File: config.mk
export PLATFORM = sky130hd
export DESIGN_NAME = wb_queue_flat
export DESIGN_NICKNAME = d
export VERILOG_FILES = /design/src/rtl/wb_queue_if.sv /design/src/rtl/wb_queue.sv /design/src/flat_wrapper.sv
export SDC_FILE = /design/constraint.sdc
export NUM_CORES = 1
export LEC_CHECK = 0
export BUFFER_PORTS_ARGS = -buffer_cell sky130_fd_sc_hd__buf_2
export CAP_MARGIN = 5
export CORE_MARGIN = 1
export CORE_UTILIZATION = 39
export CTS_CLUSTER_SIZE = 24
export DETAILED_ROUTE_END_ITERATION = 8
export PLACE_DENSITY_LB_ADDON = 0.1
export RECOVER_POWER = 25
export SLEW_MARGIN = 10
export SYNTH_ARGS = -nofsm -noshare
export SYNTH_HDL_FRONTEND = slang
export SYNTH_SLANG_ARGS = --single-unit
File: constraint.sdc
create_clock -name clk -period 4.9 [get_ports clk]
set_clock_uncertainty 0.2 [all_clocks]
set_input_delay 0.735 -clock clk [delete_from_list [all_inputs] [get_ports clk]]
set_output_delay 0.735 -clock clk [all_outputs]
set_load 0.05 [all_outputs]
File: src/rtl/wb_queue_if.sv
`default_nettype none
// ============================================================================
// Module   : wb_queue_if
// Purpose  : Bundle of WB-stage/MDU requests, register-file write port and
//            decode-stage hazard/forwarding signals for wb_queue.
// Revision : 1.0 - initial release
// ============================================================================
interface wb_queue_if #(
    parameter int DATA_W = 32
);
    logic              pipeValid;
    logic [4:0]        pipeReg;
    logic [DATA_W-1:0] pipeData;
    logic              mduValid;
    logic [4:0]        mduReg;
    logic [DATA_W-1:0] mduData;
    logic              mduReady;
    logic              regWrite;
    logic [4:0]        writeRegister;
    logic [DATA_W-1:0] writeData;
    logic [4:0]        readRegister1;
    logic [4:0]        readRegister2;
    logic              hazard1;
    logic              hazard2;
    logic              fwdValid1;
    logic              fwdValid2;
    logic [DATA_W-1:0] fwdData1;
    logic [DATA_W-1:0] fwdData2;

    modport slave (
        input  pipeValid, pipeReg, pipeData, mduValid, mduReg, mduData,
               readRegister1, readRegister2,
        output mduReady, regWrite, writeRegister, writeData,
               hazard1, hazard2, fwdValid1, fwdValid2, fwdData1, fwdData2
    );

    modport master (
        output pipeValid, pipeReg, pipeData, mduValid, mduReg, mduData,
               readRegister1, readRegister2,
        input  mduReady, regWrite, writeRegister, writeData,
               hazard1, hazard2, fwdValid1, fwdValid2, fwdData1, fwdData2
    );
endinterface
`default_nettype wire

File: src/rtl/wb_queue.sv
`default_nettype none
// ============================================================================
// Module   : wb_queue
// Purpose  : Writeback queue merging pipeline and MDU results into one
//            register-file write per cycle; optional forwarding (WB_FWD_EN).
// Revision : 1.0 - initial release
// ============================================================================
module wb_queue #(
    parameter int DEPTH  = 4,
    parameter int DATA_W = 32
) (
    input  wire logic clk,
    input  wire logic rst,
    wb_queue_if.slave bus
);
    // DEPTH must be a power of two (>= 4) so pointers wrap by truncation.
    localparam int c_PTR_W = $clog2(DEPTH);
    localparam int c_CNT_W = c_PTR_W + 1;
    localparam logic [c_CNT_W-1:0] c_FULL      = c_CNT_W'(DEPTH);
    localparam logic [c_CNT_W-1:0] c_MDU_LIMIT = c_CNT_W'(DEPTH - 2);

    logic [4:0]         r_reg  [DEPTH];
    logic [DATA_W-1:0]  r_data [DEPTH];
    logic [c_PTR_W-1:0] r_head;
    logic [c_PTR_W-1:0] r_tail;
    logic [c_CNT_W-1:0] r_count;

    logic               w_mdu_ready;
    logic               w_pipe_en;
    logic               w_mdu_en;
    logic               w_deq;
    logic [c_PTR_W-1:0] w_mdu_idx;
    logic               w_hit1;
    logic               w_hit2;

    // Keeping one slot free for the pipeline means it never needs back-pressure.
    always_comb begin
        w_mdu_ready = !rst && (r_count <= c_MDU_LIMIT);
        w_pipe_en   = bus.pipeValid && (bus.pipeReg != 5'd0);
        w_mdu_en    = bus.mduValid && w_mdu_ready && (bus.mduReg != 5'd0);
        w_deq       = (r_count != '0);
        w_mdu_idx   = r_tail + c_PTR_W'(w_pipe_en);
    end

    always_ff @(posedge clk) begin
        if (rst) begin
            r_head  <= '0;
            r_tail  <= '0;
            r_count <= '0;
        end else begin
            if (w_deq) begin
                r_head <= r_head + c_PTR_W'(1);
            end
            r_tail  <= r_tail + c_PTR_W'(w_pipe_en) + c_PTR_W'(w_mdu_en);
            r_count <= r_count + c_CNT_W'(w_pipe_en) + c_CNT_W'(w_mdu_en)
                       - c_CNT_W'(w_deq);
        end
    end

    // Pipeline entry is older than a same-cycle MDU entry, so it goes first.
    always_ff @(posedge clk) begin
        if (!rst) begin
            if (w_pipe_en) begin
                r_reg[r_tail]  <= bus.pipeReg;
                r_data[r_tail] <= bus.pipeData;
            end
            if (w_mdu_en) begin
                r_reg[w_mdu_idx]  <= bus.mduReg;
                r_data[w_mdu_idx] <= bus.mduData;
            end
        end
    end

    function automatic logic f_hit(input logic [4:0] src);
        logic               hit;
        logic [c_PTR_W-1:0] idx;
        hit = 1'b0;
        for (int k = 0; k < DEPTH; k++) begin
            idx = r_head + c_PTR_W'(k);
            if ((c_CNT_W'(k) < r_count) && (r_reg[idx] == src) && (src != 5'd0)) begin
                hit = 1'b1;
            end
        end
        return hit;
    endfunction

    always_comb begin
        w_hit1 = f_hit(bus.readRegister1);
        w_hit2 = f_hit(bus.readRegister2);
    end

    assign bus.mduReady      = w_mdu_ready;
    assign bus.regWrite      = w_deq;
    assign bus.writeRegister = w_deq ? r_reg[r_head]  : 5'd0;
    assign bus.writeData     = w_deq ? r_data[r_head] : '0;
    assign bus.hazard1       = w_hit1;
    assign bus.hazard2       = w_hit2;

`ifdef WB_FWD_EN
    logic [DATA_W-1:0] w_fwd1;
    logic [DATA_W-1:0] w_fwd2;

    // Scanning oldest to youngest lets the youngest match win.
    function automatic logic [DATA_W-1:0] f_youngest(input logic [4:0] src);
        logic [DATA_W-1:0]  data;
        logic [c_PTR_W-1:0] idx;
        data = '0;
        for (int k = 0; k < DEPTH; k++) begin
            idx = r_head + c_PTR_W'(k);
            if ((c_CNT_W'(k) < r_count) && (r_reg[idx] == src) && (src != 5'd0)) begin
                data = r_data[idx];
            end
        end
        return data;
    endfunction

    always_comb begin
        w_fwd1 = f_youngest(bus.readRegister1);
        w_fwd2 = f_youngest(bus.readRegister2);
    end

    assign bus.fwdValid1 = w_hit1;
    assign bus.fwdValid2 = w_hit2;
    assign bus.fwdData1  = w_fwd1;
    assign bus.fwdData2  = w_fwd2;
`else
    assign bus.fwdValid1 = 1'b0;
    assign bus.fwdValid2 = 1'b0;
    assign bus.fwdData1  = '0;
    assign bus.fwdData2  = '0;
`endif

    a_no_overflow: assert property (@(posedge clk) disable iff (rst) r_count != c_FULL);

endmodule
`default_nettype wire

File: src/flat_wrapper.sv
// flat-port wrapper written by rule: the top's interface ports become plain ports
module wb_queue_flat 
#(
    parameter int DEPTH  = 4,
    parameter int DATA_W = 32
)
  (clk, rst, bus_pipeValid, bus_pipeReg, bus_pipeData, bus_mduValid, bus_mduReg, bus_mduData, bus_readRegister1, bus_readRegister2, bus_mduReady, bus_regWrite, bus_writeRegister, bus_writeData, bus_hazard1, bus_hazard2, bus_fwdValid1, bus_fwdValid2, bus_fwdData1, bus_fwdData2);
  wb_queue_if #(.DATA_W(DATA_W)) bus_i ();
  input  wire logic clk;
  input  wire logic rst;
  input wire logic [$bits(bus_i.pipeValid)-1:0] bus_pipeValid;
  input wire logic [$bits(bus_i.pipeReg)-1:0] bus_pipeReg;
  input wire logic [$bits(bus_i.pipeData)-1:0] bus_pipeData;
  input wire logic [$bits(bus_i.mduValid)-1:0] bus_mduValid;
  input wire logic [$bits(bus_i.mduReg)-1:0] bus_mduReg;
  input wire logic [$bits(bus_i.mduData)-1:0] bus_mduData;
  input wire logic [$bits(bus_i.readRegister1)-1:0] bus_readRegister1;
  input wire logic [$bits(bus_i.readRegister2)-1:0] bus_readRegister2;
  output wire logic [$bits(bus_i.mduReady)-1:0] bus_mduReady;
  output wire logic [$bits(bus_i.regWrite)-1:0] bus_regWrite;
  output wire logic [$bits(bus_i.writeRegister)-1:0] bus_writeRegister;
  output wire logic [$bits(bus_i.writeData)-1:0] bus_writeData;
  output wire logic [$bits(bus_i.hazard1)-1:0] bus_hazard1;
  output wire logic [$bits(bus_i.hazard2)-1:0] bus_hazard2;
  output wire logic [$bits(bus_i.fwdValid1)-1:0] bus_fwdValid1;
  output wire logic [$bits(bus_i.fwdValid2)-1:0] bus_fwdValid2;
  output wire logic [$bits(bus_i.fwdData1)-1:0] bus_fwdData1;
  output wire logic [$bits(bus_i.fwdData2)-1:0] bus_fwdData2;
  assign bus_i.pipeValid = bus_pipeValid;
  assign bus_i.pipeReg = bus_pipeReg;
  assign bus_i.pipeData = bus_pipeData;
  assign bus_i.mduValid = bus_mduValid;
  assign bus_i.mduReg = bus_mduReg;
  assign bus_i.mduData = bus_mduData;
  assign bus_i.readRegister1 = bus_readRegister1;
  assign bus_i.readRegister2 = bus_readRegister2;
  assign bus_mduReady = bus_i.mduReady;
  assign bus_regWrite = bus_i.regWrite;
  assign bus_writeRegister = bus_i.writeRegister;
  assign bus_writeData = bus_i.writeData;
  assign bus_hazard1 = bus_i.hazard1;
  assign bus_hazard2 = bus_i.hazard2;
  assign bus_fwdValid1 = bus_i.fwdValid1;
  assign bus_fwdValid2 = bus_i.fwdValid2;
  assign bus_fwdData1 = bus_i.fwdData1;
  assign bus_fwdData2 = bus_i.fwdData2;
  wb_queue #(.DEPTH(DEPTH), .DATA_W(DATA_W)) u_core (.clk(clk), .rst(rst), .bus(bus_i));
endmodule
======== Yosys cells after proc, flatten, opt, wreduce, memory -nomap -nowiden ========
Memories as Yosys holds them, arrays and structs flattened. A register that Yosys moved wholly into a read port is not among the register bits.
Index checks and enable logic that the tools add are counted.
cells by class
  add/subtract/negate cells ............... 8
  magnitude comparators ................... 5
  muxes and demuxes ....................... 20
  reductions and logical operators ........ 26
  equality and inequality tests ........... 8
operators by type and width
  cell                                                                               count
  5-bit == test                                                                      8
  32-bit two-way mux                                                                 1
  1-bit logical AND                                                                  20
  5-bit nonzero test                                                                 4
  1-bit two-way mux                                                                  14
  2-bit two-way mux                                                                  4
  3-bit by 1-bit adder with 3-bit output                                             2
  1-bit by 3-bit < comparator with 1-bit output (first input constant)               2
  2-bit by 3-bit < comparator with 1-bit output (first input constant)               2
  5-bit two-way mux                                                                  1
  2-bit by 1-bit adder with 2-bit output                                             2
  2-bit adder (second input constant)                                                2
  3-bit by 2-bit less-or-equal comparator with 1-bit output (second input constant)  1
  3-bit nonzero test                                                                 1
  3-bit by 1-bit subtractor with 3-bit output                                        1
  2-bit by 1-bit adder with 2-bit output (second input constant)                     1
  1-bit logical NOT                                                                  1
word-level totals
  memories ................................ 2
  memory bits (writable) .................. 148
  output and inout port bits .............. 107
  register bits ........................... 7
  input bits .............................. 88
memory list
  name           words  width  read ports  clocked after memory_dff  write ports  RTL line        RTL
  u_core.r_data  4      32     1           1                         2            wb_queue.sv:23  logic [DATA_W-1:0] r_data [DEPTH];
  u_core.r_reg   4      5      4           1                         2            wb_queue.sv:22  logic [4:0] r_reg [DEPTH];

======== Logic depth before layout (Yosys ltp) ========
Gate-level depths: netlist of run 1.
An unclocked memory read counts as a cell.
  depth in word-level cells ............... 8
  gate-level depth with buffers ........... 10

======== Worst setup path before layout of run 1 ========
No wires, ideal clock.
  path type ............................... input -> register
  from .................................... input bus_pipeReg[2]
  to ...................................... memory u_core.r_data[1][0] (enable)
  arrival time ............................ 3.375 ns
  library setup time ...................... 0.393 ns
  cell stages on the path ................. 9
  path slack .............................. 0.932 ns
  data required time ...................... 4.307 ns
  cell sequence ........................... or4_1 -> o21ai_0 -> inv_1 -> ha_1 -> inv_1 -> nor3_1 -> buf_6 -> buf_6 -> a21o_1
RTL lines
  what                RTL line            RTL
  start: declaration  flat_wrapper.sv:12  input wire logic [$bits(bus_i.pipeReg)-1:0] bus_pipeReg;
  end: declaration    wb_queue.sv:23

==> tab_implementation.tex, run 1 <==
\begin{tabular}{lr}
\hline
Metric & Value \\
\hline
\multicolumn{2}{l}{\textbf{Placed design}} \\
\quad Placed wire-length estimate & 14.0 mm \\
\quad Routability-driven placement congestion ratio & about 0.79 \\
\quad Number of input and output port buffers inserted & between 100 and 150 \\
\multicolumn{2}{l}{\textbf{Synthesis}} \\
\quad Most used standard cell by instance count after synthesis & edfxtp\_1 \\
\quad Netlist area before placement & $\sim$0.0095 mm2 \\
\quad Number of distinct library cells after synthesis & 33 \\
\quad Number of synthesized flops with an enable pin & 148 \\
\quad Gate count after technology mapping & about 600 \\
\quad Ys flop type & edfxtp\_1 \\
\quad Most area-consuming cells after synthesis & edfxtp\_1, mux2\_2, mux4\_2 \\
\quad Share of the yosys chip area belonging to registers & 48.9\% \\
\quad Area share of the largest cell type after synthesis & a little under half \\
\quad Leading cell types by count after synthesis & edfxtp\_1, mux2\_2, buf\_4 \\
\quad Mean instance size in the synthesized netlist & between 15 and 20 um2 \\
\quad Post-synthesis async set-or-reset flop share & 0\% \\
\quad Count of state elements after synthesis & 157 \\
\quad Post-synthesis cell type with the largest combined area & edfxtp\_1 \\
\quad Yosys warns & 0 \\
\multicolumn{2}{l}{\textbf{Global route}} \\
\quad GRT met2 Usage & between 30\% and 40\% \\
\quad Number of global-route vias before repair & approximately 5.6k \\
\quad Global-route congestion overflow total & 0 \\
\quad Global-route met3 utilization & under 10\% \\
\quad Met1 routing resource usage after global routing & 22.0\% \\
\quad All-layer global routing usage & between 10\% and 20\% \\
\quad Maximum number of pins on one net before global-route repair & 42 \\
\quad Antenna violations before repair & 6 \\
\quad Most Crowded Layer GR & met2 \\
\quad Global-route wire length before repair & between 30 and 40 mm \\
\multicolumn{2}{l}{\textbf{Floorplanning}} \\
\quad X dimension of the die & around 160 um \\
\quad Area of the die & about 0.025 mm2 \\
\quad Height of the die & roughly 160 um \\
\quad Area of the placeable core & 0.0236 mm2 \\
\quad Starting density of the core & between 40\% and 50\% \\
\quad Ports placed on the boundary & between 150 and 200 \\
\quad Std cell rows & 56 \\
\multicolumn{2}{l}{\textbf{Drt}} \\
\quad Total number of vias & between 5k and 6k \\
\quad DRC violations left & 0 \\
\quad TritonRoute pass-1 iters & 4 \\
\quad Total Wirelength & $\sim$22 mm \\
\quad Average wire per standard cell & 20.1 um \\
\quad Antenna viol nets, final & 0 \\
\quad DR iter-0 viols & 234 \\
\quad Via-to-Cell Ratio & roughly 5.0 \\
\multicolumn{2}{l}{\textbf{Clocking}} \\
\quad CTS Buffer Depth & 2 \\
\quad Setup repair bufs after CTS & 0 \\
\quad Clock transition at path regs & roughly 0.06 ns \\
\quad CTS tree & done \\
\quad Insertion delay to the later sink of the worst-skew pair & approximately 0.42 ns \\
\quad Hold Buf Count CTS & 0 \\
\quad H-tree levels & 4 \\
\quad Number of buffers inserted during clock tree synthesis & 17 \\
\quad Number of gates resized after cts & 0 \\
\quad Root Buffer & clkbuf\_16 \\
\quad Clock sink total & 157 \\
\multicolumn{2}{l}{\textbf{Timing}} \\
\quad Transition at the pin with the smallest max-transition slack & between 1 and 1.5 ns \\
\quad Count of final hold-check violations & 0 \\
\quad Final min period & roughly 4 ns \\
\quad Final TNS setup & 0 ns \\
\quad Number of max-slew violations in the final report & 0 \\
\quad Unrepaired setup endpoints after global routing & false \\
\quad Final worst-path cycle share & between 80\% and 90\% \\
\quad Worst slew margin & less than 1\% \\
\quad Fmax & between 0.2 and 0.25 GHz \\
\quad Worst Hold Margin & 0.439 ns \\
\quad Final setup violation count & 0 \\
\multicolumn{2}{l}{\textbf{Worst hold path}} \\
\quad Hold/Removal Path Class & input port to register \\
\quad Hold path cells & 2 \\
\multicolumn{2}{l}{\textbf{Cells and area}} \\
\quad Layout cell share with drive strength beyond 1 & about 46\% \\
\quad Flip-flop count of the largest register after layout & around 130 \\
\quad Number of fillers in the final layout & between 2k and 2.5k \\
\quad Net count of the finished layout & between 800 and 900 \\
\quad Signed area change from the synthesized netlist to the final layout & 12.3\% \\
\multicolumn{2}{l}{\textbf{Worst setup path}} \\
\quad Worst Setup Path Type & input port to register \\
\quad Worst Reg2Reg Path Length in Cells & 7 \\
\quad Cell chain of the critical path & clkbuf\_1 > or4\_1 > o21ai\_0 > inv\_1 > ha\_1 > xor2\_1 > and3\_1 > a31o\_2 > buf\_4 \\
\quad Data arrival time of the critical path & slightly below 4 ns \\
\quad Element type at the critical path start & input port \\
\quad Cell with the largest stage delay on the worst path & and3\_1 \\
\quad CP Data Required Time & about 4.8 ns \\
\quad Critical Path End Type & register \\
\quad Crit-path max cell delay & approximately 0.75 ns \\
\quad Highest fanout seen on the critical path & 25 \\
\multicolumn{2}{l}{\textbf{Power}} \\
\quad Peak supply drop & 0.000310 V \\
\quad Total leakage power & between 3 and 4 nW \\
\quad Areal power density over the cells & around 540 mW/mm2 \\
\multicolumn{2}{l}{\textbf{Outcome}} \\
\quad Violated checks & max-capacitance violations \\
\quad Outcome & complete, but fails checks \\
\multicolumn{2}{l}{\textbf{Run}} \\
\quad Total of max-cap violations & 1 \\
\hline
\end{tabular}
==> critical path: cells and delay by family <==
| family | cells | cell delay [ns] |
|---|---|---|
| XOR/XNOR | 1 | 0.34 |
| buffers and inverters | 3 | 0.60 |
| AO/OA/AOI/OAI | 2 | 0.71 |
| AND/OR/NAND/NOR | 2 | 1.31 |
| adder cells (fa/ha/maj) | 1 | 0.23 |
==> cell families after synthesis <==
logic type,synth area share (%)
other,0.0397
XOR/XNOR,4.17
buffers and inverters,8.51
AO/OA/AOI/OAI,0.926
multiplexers,31.5
AND/OR/NAND/NOR,4.72
flip-flops,48.9
adder cells (fa/ha/maj),1.22
==> area by class of cell <==
| type | instances | area, um2 | area share (%) |
|---|---|---|---|
| Antenna cell | 3 | 7.51 | 0.0707 |
| Clock buffer | 20 | 437 | 4.11 |
| Clock inverter | 12 | 121 | 1.14 |
| Inverter | 9 | 33.8 | 0.318 |
| Multi-Input combinational cell | 408 | 4230 | 39.8 |
| Sequential cell | 157 | 4630 | 43.6 |
| Tap cell | 319 | 399 | 3.76 |
| Timing Repair Buffer | 141 | 764 | 7.20 |
==> path summary, 6_finish.rpt <==
path,startpoint,to,slack [ns]
worst max-delay path,bus_pipeReg[2],u_core.r_data[3][12],0.83
worst min-delay path,bus_pipeData[2],u_core.r_data[3][2],0.44
worst max register to register,u_core.r_count[2],u_core.r_count[1],1.45
worst min register to register,u_core.r_count[0],u_core.r_count[0],0.44
==> layer usage <==
metal  share of wire, %  routed length, um  vias up
met2                 51              10900      192
met1                 42               9000     2713
met4               0.95                204        4
li1                   -                  -     2449
met5               0.10                 22        -
met3                6.4               1380       18
==> cell usage in the layout (no fill, tap or decap), types with 8 or more instances in the layout <==
master,count
buf_4,9
conb_1,66
xnor2_1,22
mux2_4,30
nor2_1,11
xor2_1,23
mux4_2,52
clkbuf_1,22
mux2_2,110
clkbuf_16,17
mux2_1,8
edfxtp_1,148
inv_1,8
buf_2,109
and2_0,14
and2_1,23
==> through the flow <==
step / area, um2 / power, mW / cells / utilization [%] / worst slack, ns
3_3_place_gp: 10100 / 4.56 / 1034 / 42.9 / 0.833
5_1_grt: 10600 / 6.02 / 1066 / 45.0 / 0.661
6_report: 10600 / 5.73 / 1069 / 45.0 / 0.833
2_1_floorplan: 9700 / 3.99 / 683 / - / 0.932
3_5_place_dp: 10100 / 4.58 / 1034 / 42.9 / 0.690
4_1_cts: 10700 / 5.86 / 1066 / 45.3 / 0.908
==> power breakdown <==
group	internal [mW]	total, mW	switching (mW)
logic	0.916	2.57	1.66
clock network	0.745	1.27	0.524
registers	1.71	1.89	0.182
total	3.37	5.73	2.36
No activity file was read; power rests on OpenSTA's default activity.
==> run 2: changes to the inputs <==
--- a/config.mk
+++ b/config.mk
@@ -5,6 +5,7 @@
 export SDC_FILE = /design/constraint.sdc
 export NUM_CORES = 1
 export LEC_CHECK = 0
+export ABC_AREA = 1
 export BUFFER_PORTS_ARGS = -buffer_cell sky130_fd_sc_hd__buf_2
 export CAP_MARGIN = 5
 export CORE_MARGIN = 1
==> constraint.sdc (replaced) <==
create_clock -name clk -period 3.5 [get_ports clk]
set_clock_uncertainty 0.2 [all_clocks]
set_input_delay 0.525 -clock clk [delete_from_list [all_inputs] [get_ports clk]]
set_output_delay 0.525 -clock clk [all_outputs]
set_load 0.05 [all_outputs]
==> run 2 against run 1 <==
The flow finishes with violations (max-capacitance violations, max-slew violations). Combinational power up 84%. Synthesized cell count up 110%. Clock-buffer cell count down 3. Wire length up 26%. Critical path depth down 5. Worst setup slack worse by 0.66 ns. Clock power up 43%. Worst hold slack worse by 0.23 ns. Final area up 4.2%. Global-route usage up 3.2 points. Non-clock buffer count up 9. Largest cell class unchanged. Highest routed layer is now met4.
==> tab_implementation.tex, run 2 <==
\begin{tabular}{lr}
\hline
Metric & Value \\
\hline
\multicolumn{2}{l}{\textbf{Timing}} \\
\quad Count of final hold-check violations & 0 \\
\quad Number of max-slew violations in the final report & 30 \\
\quad Unrepaired setup endpoints after global routing & false \\
\quad Final setup violation count & 0 \\
\quad Final TNS setup & 0 ns \\
\quad Worst Hold Margin & $\sim$0.21 ns \\
\quad Worst slew margin & -16.0\% \\
\quad Transition at the pin with the smallest max-transition slack & 1.73 ns \\
\quad Final worst-path cycle share & between 90\% and 100\% \\
\quad Slack of the critical path & roughly 0.18 ns \\
\quad Fmax & about 0.3 GHz \\
\quad Final min period & about 3.3 ns \\
\multicolumn{2}{l}{\textbf{Synthesis}} \\
\quad Leading cell types by count after synthesis & nand2\_1, nor2\_1, edfxtp\_1 \\
\quad Post-synthesis async set-or-reset flop share & 0\% \\
\quad Yosys warns & 0 \\
\quad Number of synthesized flops with an enable pin & 148 \\
\quad Share of the yosys chip area belonging to registers & between 40\% and 50\% \\
\quad Mean instance size in the synthesized netlist & 7.70 um2 \\
\quad Area share of the largest cell type after synthesis & between 40 and 50\% \\
\quad Netlist area before placement & around 0.010 mm2 \\
\quad Post-synthesis cell type with the largest combined area & edfxtp\_1 \\
\quad Most used standard cell by instance count after synthesis & nand2\_1 \\
\quad Count of state elements after synthesis & 157 \\
\quad Number of distinct library cells after synthesis & 30 \\
\quad Gate count after technology mapping & between 1k and 1.5k \\
\quad Most area-consuming cells after synthesis & edfxtp\_1, nand2\_1, o21ai\_0 \\
\quad Ys flop type & edfxtp\_1 \\
\multicolumn{2}{l}{\textbf{Global route}} \\
\quad Global-route congestion overflow total & 0 \\
\quad Global-route met3 utilization & 2.63\% \\
\quad Most Crowded Layer GR & met2 \\
\quad Number of global-route vias before repair & roughly 7.8k \\
\quad Global-route wire length before repair & around 42 mm \\
\quad All-layer global routing usage & around a fifth \\
\quad Maximum number of pins on one net before global-route repair & 75 \\
\quad Antenna violations before repair & 1 \\
\quad GRT met2 Usage & 36.4\% \\
\quad Met1 routing resource usage after global routing & around 28\% \\
\multicolumn{2}{l}{\textbf{Clocking}} \\
\quad H-tree levels & 4 \\
\quad Number of buffers inserted during clock tree synthesis & 17 \\
\quad Clock sink total & 157 \\
\quad Clock transition at path regs & 0.07 ns \\
\quad Insertion delay to the later sink of the worst-skew pair & 0.42 ns \\
\quad CTS tree & done \\
\quad Setup repair bufs after CTS & 0 \\
\quad Number of gates resized after cts & 0 \\
\quad Root Buffer & clkbuf\_16 \\
\quad Hold Buf Count CTS & 0 \\
\quad CTS Buffer Depth & 2 \\
\multicolumn{2}{l}{\textbf{Floorplanning}} \\
\quad Area of the placeable core & $\sim$0.025 mm2 \\
\quad Area of the die & about 0.026 mm2 \\
\quad Height of the die & roughly 160 um \\
\quad Ports placed on the boundary & roughly 200 \\
\quad Starting density of the core & 39.7\% \\
\quad X dimension of the die & 162 um \\
\quad Std cell rows & just under 60 \\
\multicolumn{2}{l}{\textbf{Power}} \\
\quad Peak supply drop & 0.000532 V \\
\quad Total leakage power & between 5 and 6 nW \\
\quad Tot Pwr & a little over 9 mW \\
\quad Areal power density over the cells & roughly 800 mW/mm2 \\
\multicolumn{2}{l}{\textbf{Worst setup path}} \\
\quad Cell with the largest stage delay on the worst path & clkbuf\_2 \\
\quad Data arrival time of the critical path & 2.60 ns \\
\quad Crit-path max cell delay & 0.70 ns \\
\quad Critical Path End Type & output port \\
\quad Cell chain of the critical path & nor3\_1 > clkbuf\_2 > a21oi\_1 > buf\_2 \\
\quad Element type at the critical path start & register \\
\quad Cell class contributing the biggest share of worst-path delay & buffers and inverters \\
\quad Worst Setup Path Type & register to output port \\
\quad Buf+Inv Stages, Crit Path & 2 \\
\quad Origin of the worst setup path & u\_core.r\_count[2] \\
\quad Highest fanout seen on the critical path & 40 \\
\quad Internal reg-to-reg setup slack & roughly 0.36 ns \\
\quad CP Data Required Time & between 2 and 3 ns \\
\quad Start of the worst register-to-register path & u\_core.r\_count[2] \\
\multicolumn{2}{l}{\textbf{Drt}} \\
\quad DRC violations left & 0 \\
\quad DR iter-0 viols & about 500 \\
\quad Total number of vias & about 8.5k \\
\quad Via-to-Cell Ratio & about 4.9 \\
\quad Total Wirelength & $\sim$27 mm \\
\quad Average wire per standard cell & about 16 um \\
\quad TritonRoute pass-1 iters & 6 \\
\quad Antenna viol nets, final & 0 \\
\multicolumn{2}{l}{\textbf{Cells and area}} \\
\quad Number of fillers in the final layout & between 2k and 3k \\
\quad Fraction of the core area covered by cells at the end of the flow & 44.0\% \\
\quad Most common cell after layout, fill and taps aside & nand2\_1 \\
\quad Signed area change from the synthesized netlist to the final layout & 10.7\% \\
\quad Net count of the finished layout & 1491 \\
\quad Total area of sequential cells & roughly 0.0046 mm2 \\
\quad Final Instance Count excl. Fillers & between 1.5k and 2k \\
\quad Most frequent cells in the layout & nand2\_1, nor2\_1, o21ai\_0 \\
\quad Post-route cell area & between 0.01 and 0.015 mm2 \\
\quad Area taken by multi-input logic gates & 0.00428 mm2 \\
\quad Flip-flop count of the largest register after layout & between 100 and 150 \\
\quad Layout cell share with drive strength beyond 1 & approximately 14\% \\
\multicolumn{2}{l}{\textbf{Worst hold path}} \\
\quad Hold/Removal Path Class & input port to register \\
\quad Hold path start & bus\_pipeData[17] \\
\multicolumn{2}{l}{\textbf{Placed design}} \\
\quad Number of input and output port buffers inserted & between 100 and 150 \\
\quad Placed wire-length estimate & $\sim$18 mm \\
\quad Place WS & $\sim$0.59 ns \\
\quad Cell area after placement & roughly 0.011 mm2 \\
\quad Routability-driven placement congestion ratio & roughly 0.87 \\
\quad Placed instance count & 1706 \\
\multicolumn{2}{l}{\textbf{Outcome}} \\
\quad Outcome & complete, but fails checks \\
\quad Violated checks & max-capacitance violations, max-slew violations \\
\multicolumn{2}{l}{\textbf{Run}} \\
\quad Total of max-cap violations & 3 \\
\hline
\end{tabular}
## run 2: cell count changes in the layout (fill, tap and decap cells not counted), moves of 36 or more
cell and change:
o21ai_1 +50, nand2_1 +386, o21ai_0 +158, nor2_1 +161
a21oi_1 +36, nand3_1 +76, mux4_2 -52, inv_1 +74
mux2_2 -110
## run 2: logic make-up (layout without fill, tap and decap cells)
kind of cell             Yosys count  in the layout  share of synthesized area [%]
AND/OR/NAND/NOR                  645            645                           25.7
XOR/XNOR                           3              3                          0.263
adder cells (fa/ha/maj)            8              8                           1.15
buffers and inverters            223            268                           13.1
flip-flops                       157            157                           46.3
AO/OA/AOI/OAI                    261            261                           13.5
other                              1             67                         0.0375
## run 2: path summary, 6_finish.rpt
check,endpoint,cells after the start
max reg2reg,u_core.r_reg[1][1],9
min,u_core.r_data[3][17],3
max,bus_writeData[18],4
min reg2reg,u_core.r_count[0],3
## run 2: metal layers
metal | vias to the layer above | wire, um
met5 | - | 0
met4 | 0 | 466
met2 | 274 | 13300
met1 | 3824 | 12000
li1 | 4326 | -
met3 | 26 | 1220
## run 2: final cells by class
type	instances	area share [%]
repair buffers	150	7.70
flip-flops and latches	157	41.8
well taps	330	3.73
multi-input cells	983	38.6
diodes	1	0.0226
clock buffers	17	3.84
clock inverters	15	1.34
inverters	86	2.95
## run 2: worst register-to-register path, cell delays in order (launching register included)
cell	delay [ns]
dfxtp_1	0.48
inv_1	0.15
ha_1	0.20
a31oi_1	0.17
nor2_2	0.05
nand3_1	0.12
inv_1	0.12
nand3_1	0.13
clkbuf_1	0.98
o21ai_0	0.23
## run 2: where the power goes
part | total (mW) | switching (mW) | leakage (nW) | internal (mW)
logic | 4.74 | 3.61 | 3.46 | 1.14
clock network | 1.82 | 0.814 | 0.284 | 1.00
registers | 2.53 | 0.117 | 1.43 | 2.41
total | 9.09 | 4.54 | 5.17 | 4.55
==> run 3: changes to the inputs <==
--- a/config.mk
+++ b/config.mk
@@ -5,7 +5,6 @@
 export SDC_FILE = /design/constraint.sdc
 export NUM_CORES = 1
 export LEC_CHECK = 0
-export ABC_AREA = 1
 export BUFFER_PORTS_ARGS = -buffer_cell sky130_fd_sc_hd__buf_2
 export CAP_MARGIN = 5
 export CORE_MARGIN = 1
==> run 3 against run 2 <==
The flow now finishes without violations. Critical endpoint is now u_core.r_data[3][18]. Via count down 35%. Largest power group unchanged. Cell count down 37%. Sequential share of layout area up 0.51 points. Die area down 5.4%. Final area down 1.1%. Sequential power about the same. Critical path type is now input port to register.
==> tab_implementation.tex, run 3 (synthesis results as in run 1) <==
\begin{tabular}{lr}
\hline
Metric & Value \\
\hline
\multicolumn{2}{l}{\textbf{Drt}} \\
\quad Total Wirelength & about 22 mm \\
\quad Total number of vias & between 5k and 6k \\
\quad DRC violations left & 0 \\
\quad Average wire per standard cell & approximately 20 um \\
\quad TritonRoute pass-1 iters & 4 \\
\quad DR iter-0 viols & roughly 250 \\
\quad Via-to-Cell Ratio & 5.03 \\
\quad Antenna viol nets, final & 0 \\
\multicolumn{2}{l}{\textbf{Global route}} \\
\quad Maximum number of pins on one net before global-route repair & 34 \\
\quad All-layer global routing usage & 18.5\% \\
\quad Global-route congestion overflow total & 0 \\
\quad Global-route wire length before repair & around 34 mm \\
\quad Number of global-route vias before repair & between 5k and 6k \\
\quad Antenna violations before repair & 5 \\
\multicolumn{2}{l}{\textbf{Timing}} \\
\quad Fmax & between 0.3 and 0.4 GHz \\
\quad Final worst-path cycle share & 94.4\% \\
\quad Unrepaired setup endpoints after global routing & false \\
\quad Worst slew margin & between 50\% and 60\% \\
\quad Worst Hold Margin & around 0.24 ns \\
\quad Final min period & 3.31 ns \\
\quad Slack of the critical path & roughly 0.19 ns \\
\quad Number of max-slew violations in the final report & 0 \\
\quad Transition at the pin with the smallest max-transition slack & between 0.7 and 0.8 ns \\
\quad Final setup violation count & 0 \\
\quad Count of final hold-check violations & 0 \\
\quad Final TNS setup & 0 ns \\
\multicolumn{2}{l}{\textbf{Clocking}} \\
\quad Clock transition at path regs & $\sim$0.06 ns \\
\quad Clock sink total & 157 \\
\quad Insertion delay to the later sink of the worst-skew pair & between 0.4 and 0.5 ns \\
\quad Hold Buf Count CTS & 0 \\
\quad Number of gates resized after cts & 0 \\
\quad Root Buffer & clkbuf\_16 \\
\quad CTS Buffer Depth & 2 \\
\quad Setup repair bufs after CTS & 0 \\
\quad H-tree levels & 4 \\
\quad CTS tree & done \\
\quad Number of buffers inserted during clock tree synthesis & 17 \\
\multicolumn{2}{l}{\textbf{Placed design}} \\
\quad Place WS & 0.0140 ns \\
\quad Cell area after placement & $\sim$0.010 mm2 \\
\quad Placed wire-length estimate & $\sim$15 mm \\
\quad Number of input and output port buffers inserted & roughly 130 \\
\quad Routability-driven placement congestion ratio & $\sim$0.8 \\
\multicolumn{2}{l}{\textbf{Worst setup path}} \\
\quad Cell with the largest stage delay on the worst path & or4\_1 \\
\quad Cell class contributing the biggest share of worst-path delay & simple AND/OR/NAND/NOR gates \\
\quad Start of the worst register-to-register path & u\_core.r\_count[1] \\
\quad Cell chain of the critical path & clkbuf\_1 > or4\_1 > o21ai\_0 > inv\_1 > ha\_1 > xor2\_1 > and3\_4 > a31o\_1 > buf\_12 \\
\quad Element type at the critical path start & input port \\
\quad Origin of the worst setup path & bus\_pipeReg[2] \\
\quad Worst Setup Path Type & input port to register \\
\quad Highest fanout seen on the critical path & 12 \\
\quad Data arrival time of the critical path & 3.23 ns \\
\quad Critical Path End Type & register \\
\quad Crit-path max cell delay & roughly 0.6 ns \\
\quad Internal reg-to-reg setup slack & 0.71 ns \\
\quad Worst Reg2Reg Path Length in Cells & 9 \\
\quad Critical Path Stages & 9 \\
\quad CP Data Required Time & roughly 3.4 ns \\
\quad Buf+Inv Stages, Crit Path & 3 \\
\multicolumn{2}{l}{\textbf{Floorplanning}} \\
\quad Area of the placeable core & between 0.02 and 0.025 mm2 \\
\quad Starting density of the core & 40.0\% \\
\quad X dimension of the die & between 150 and 200 um \\
\quad Std cell rows & 56 \\
\quad Area of the die & roughly 0.025 mm2 \\
\quad Ports placed on the boundary & 195 \\
\quad Height of the die & 158 um \\
\multicolumn{2}{l}{\textbf{Cells and area}} \\
\quad Most frequent cells in the layout & edfxtp\_1, mux2\_2, buf\_2 \\
\quad Flip-flop count of the largest register after layout & between 100 and 150 \\
\quad Most common cell after layout, fill and taps aside & edfxtp\_1 \\
\quad Post-route cell area & about 0.011 mm2 \\
\quad Layout cell share with drive strength beyond 1 & approximately 48\% \\
\quad Signed area change from the synthesized netlist to the final layout & 15.7\% \\
\quad Net count of the finished layout & around 850 \\
\multicolumn{2}{l}{\textbf{Worst hold path}} \\
\quad Hold path start & rst \\
\quad Hold path cells & 2 \\
\quad Hold/Removal Path Class & input port to register \\
\multicolumn{2}{l}{\textbf{Run}} \\
\quad Total of max-cap violations & 0 \\
\multicolumn{2}{l}{\textbf{Power}} \\
\quad Peak supply drop & about 0.00038 V \\
\quad Areal power density over the cells & around 760 mW/mm2 \\
\quad Total leakage power & approximately 4.0 nW \\
\quad Tot Pwr & between 8 and 9 mW \\
\multicolumn{2}{l}{\textbf{Outcome}} \\
\quad Outcome & complete, no violations \\
\hline
\end{tabular}
-- run 3: cell types whose count changed in the layout (fill, tap and decap cells not counted), moves of 37 or more --
cell,change
and2_1,+37
inv_1,-74
mux2_2,+110
mux4_2,+52
nand2_1,-386
nand3_1,-76
nor2_1,-161
o21ai_0,-158
o21ai_1,-50
-- run 3: per-layer routing --
layer / share of wire [%] / GRT usage [%] / up-vias
li1: - / - / 2494
met1: 42 / 22.0 / 2811
met2: 52 / 32.6 / 162
met3: 5.3 / 5.12 / 20
met4: 1.3 / 4.85 / 4
met5: 0.12 / 0 / -
-- run 3: where the power goes --
group | switching (mW) | internal, mW
registers | 0.138 | 2.39
logic | 2.48 | 1.39
clock network | 0.734 | 1.19
-- run 3: area by class of cell --
| type | instances | area [um2] |
|---|---|---|
| fillers | 2115 | 12700 |
| flip-flops and latches | 157 | 4630 |
| multi-input cells | 408 | 4260 |
| repair buffers | 163 | 1010 |
| clock buffers | 19 | 433 |
| well taps | 319 | 399 |
| clock inverters | 12 | 169 |
| inverters | 9 | 33.8 |
| diodes | 4 | 10.0 |
-- run 3: worst reg2reg max path, delay by kind of cell, from the launching register on --
kind            cells  cell delay (ns)
simple gates        2             0.62
fa+ha+maj           1             0.17
flops               1             0.33
mux                 1             0.35
compound gates      1             0.06
buf+inv             4             0.82
-- run 3: path summary, 6_finish.rpt --
path / end
max: u_core.r_data[3][18]
min: u_core.r_count[0]
max reg2reg: u_core.r_data[1][28]
min reg2reg: u_core.r_count[0]
-- run 3: metrics by stage --
step | util, % | std cells
after floorplan | - | 683
after global placement | 44.3 | 1056
after detailed placement | 44.3 | 1056
after CTS | 46.8 | 1087
after global routing | 46.3 | 1089
final | 46.4 | 1091
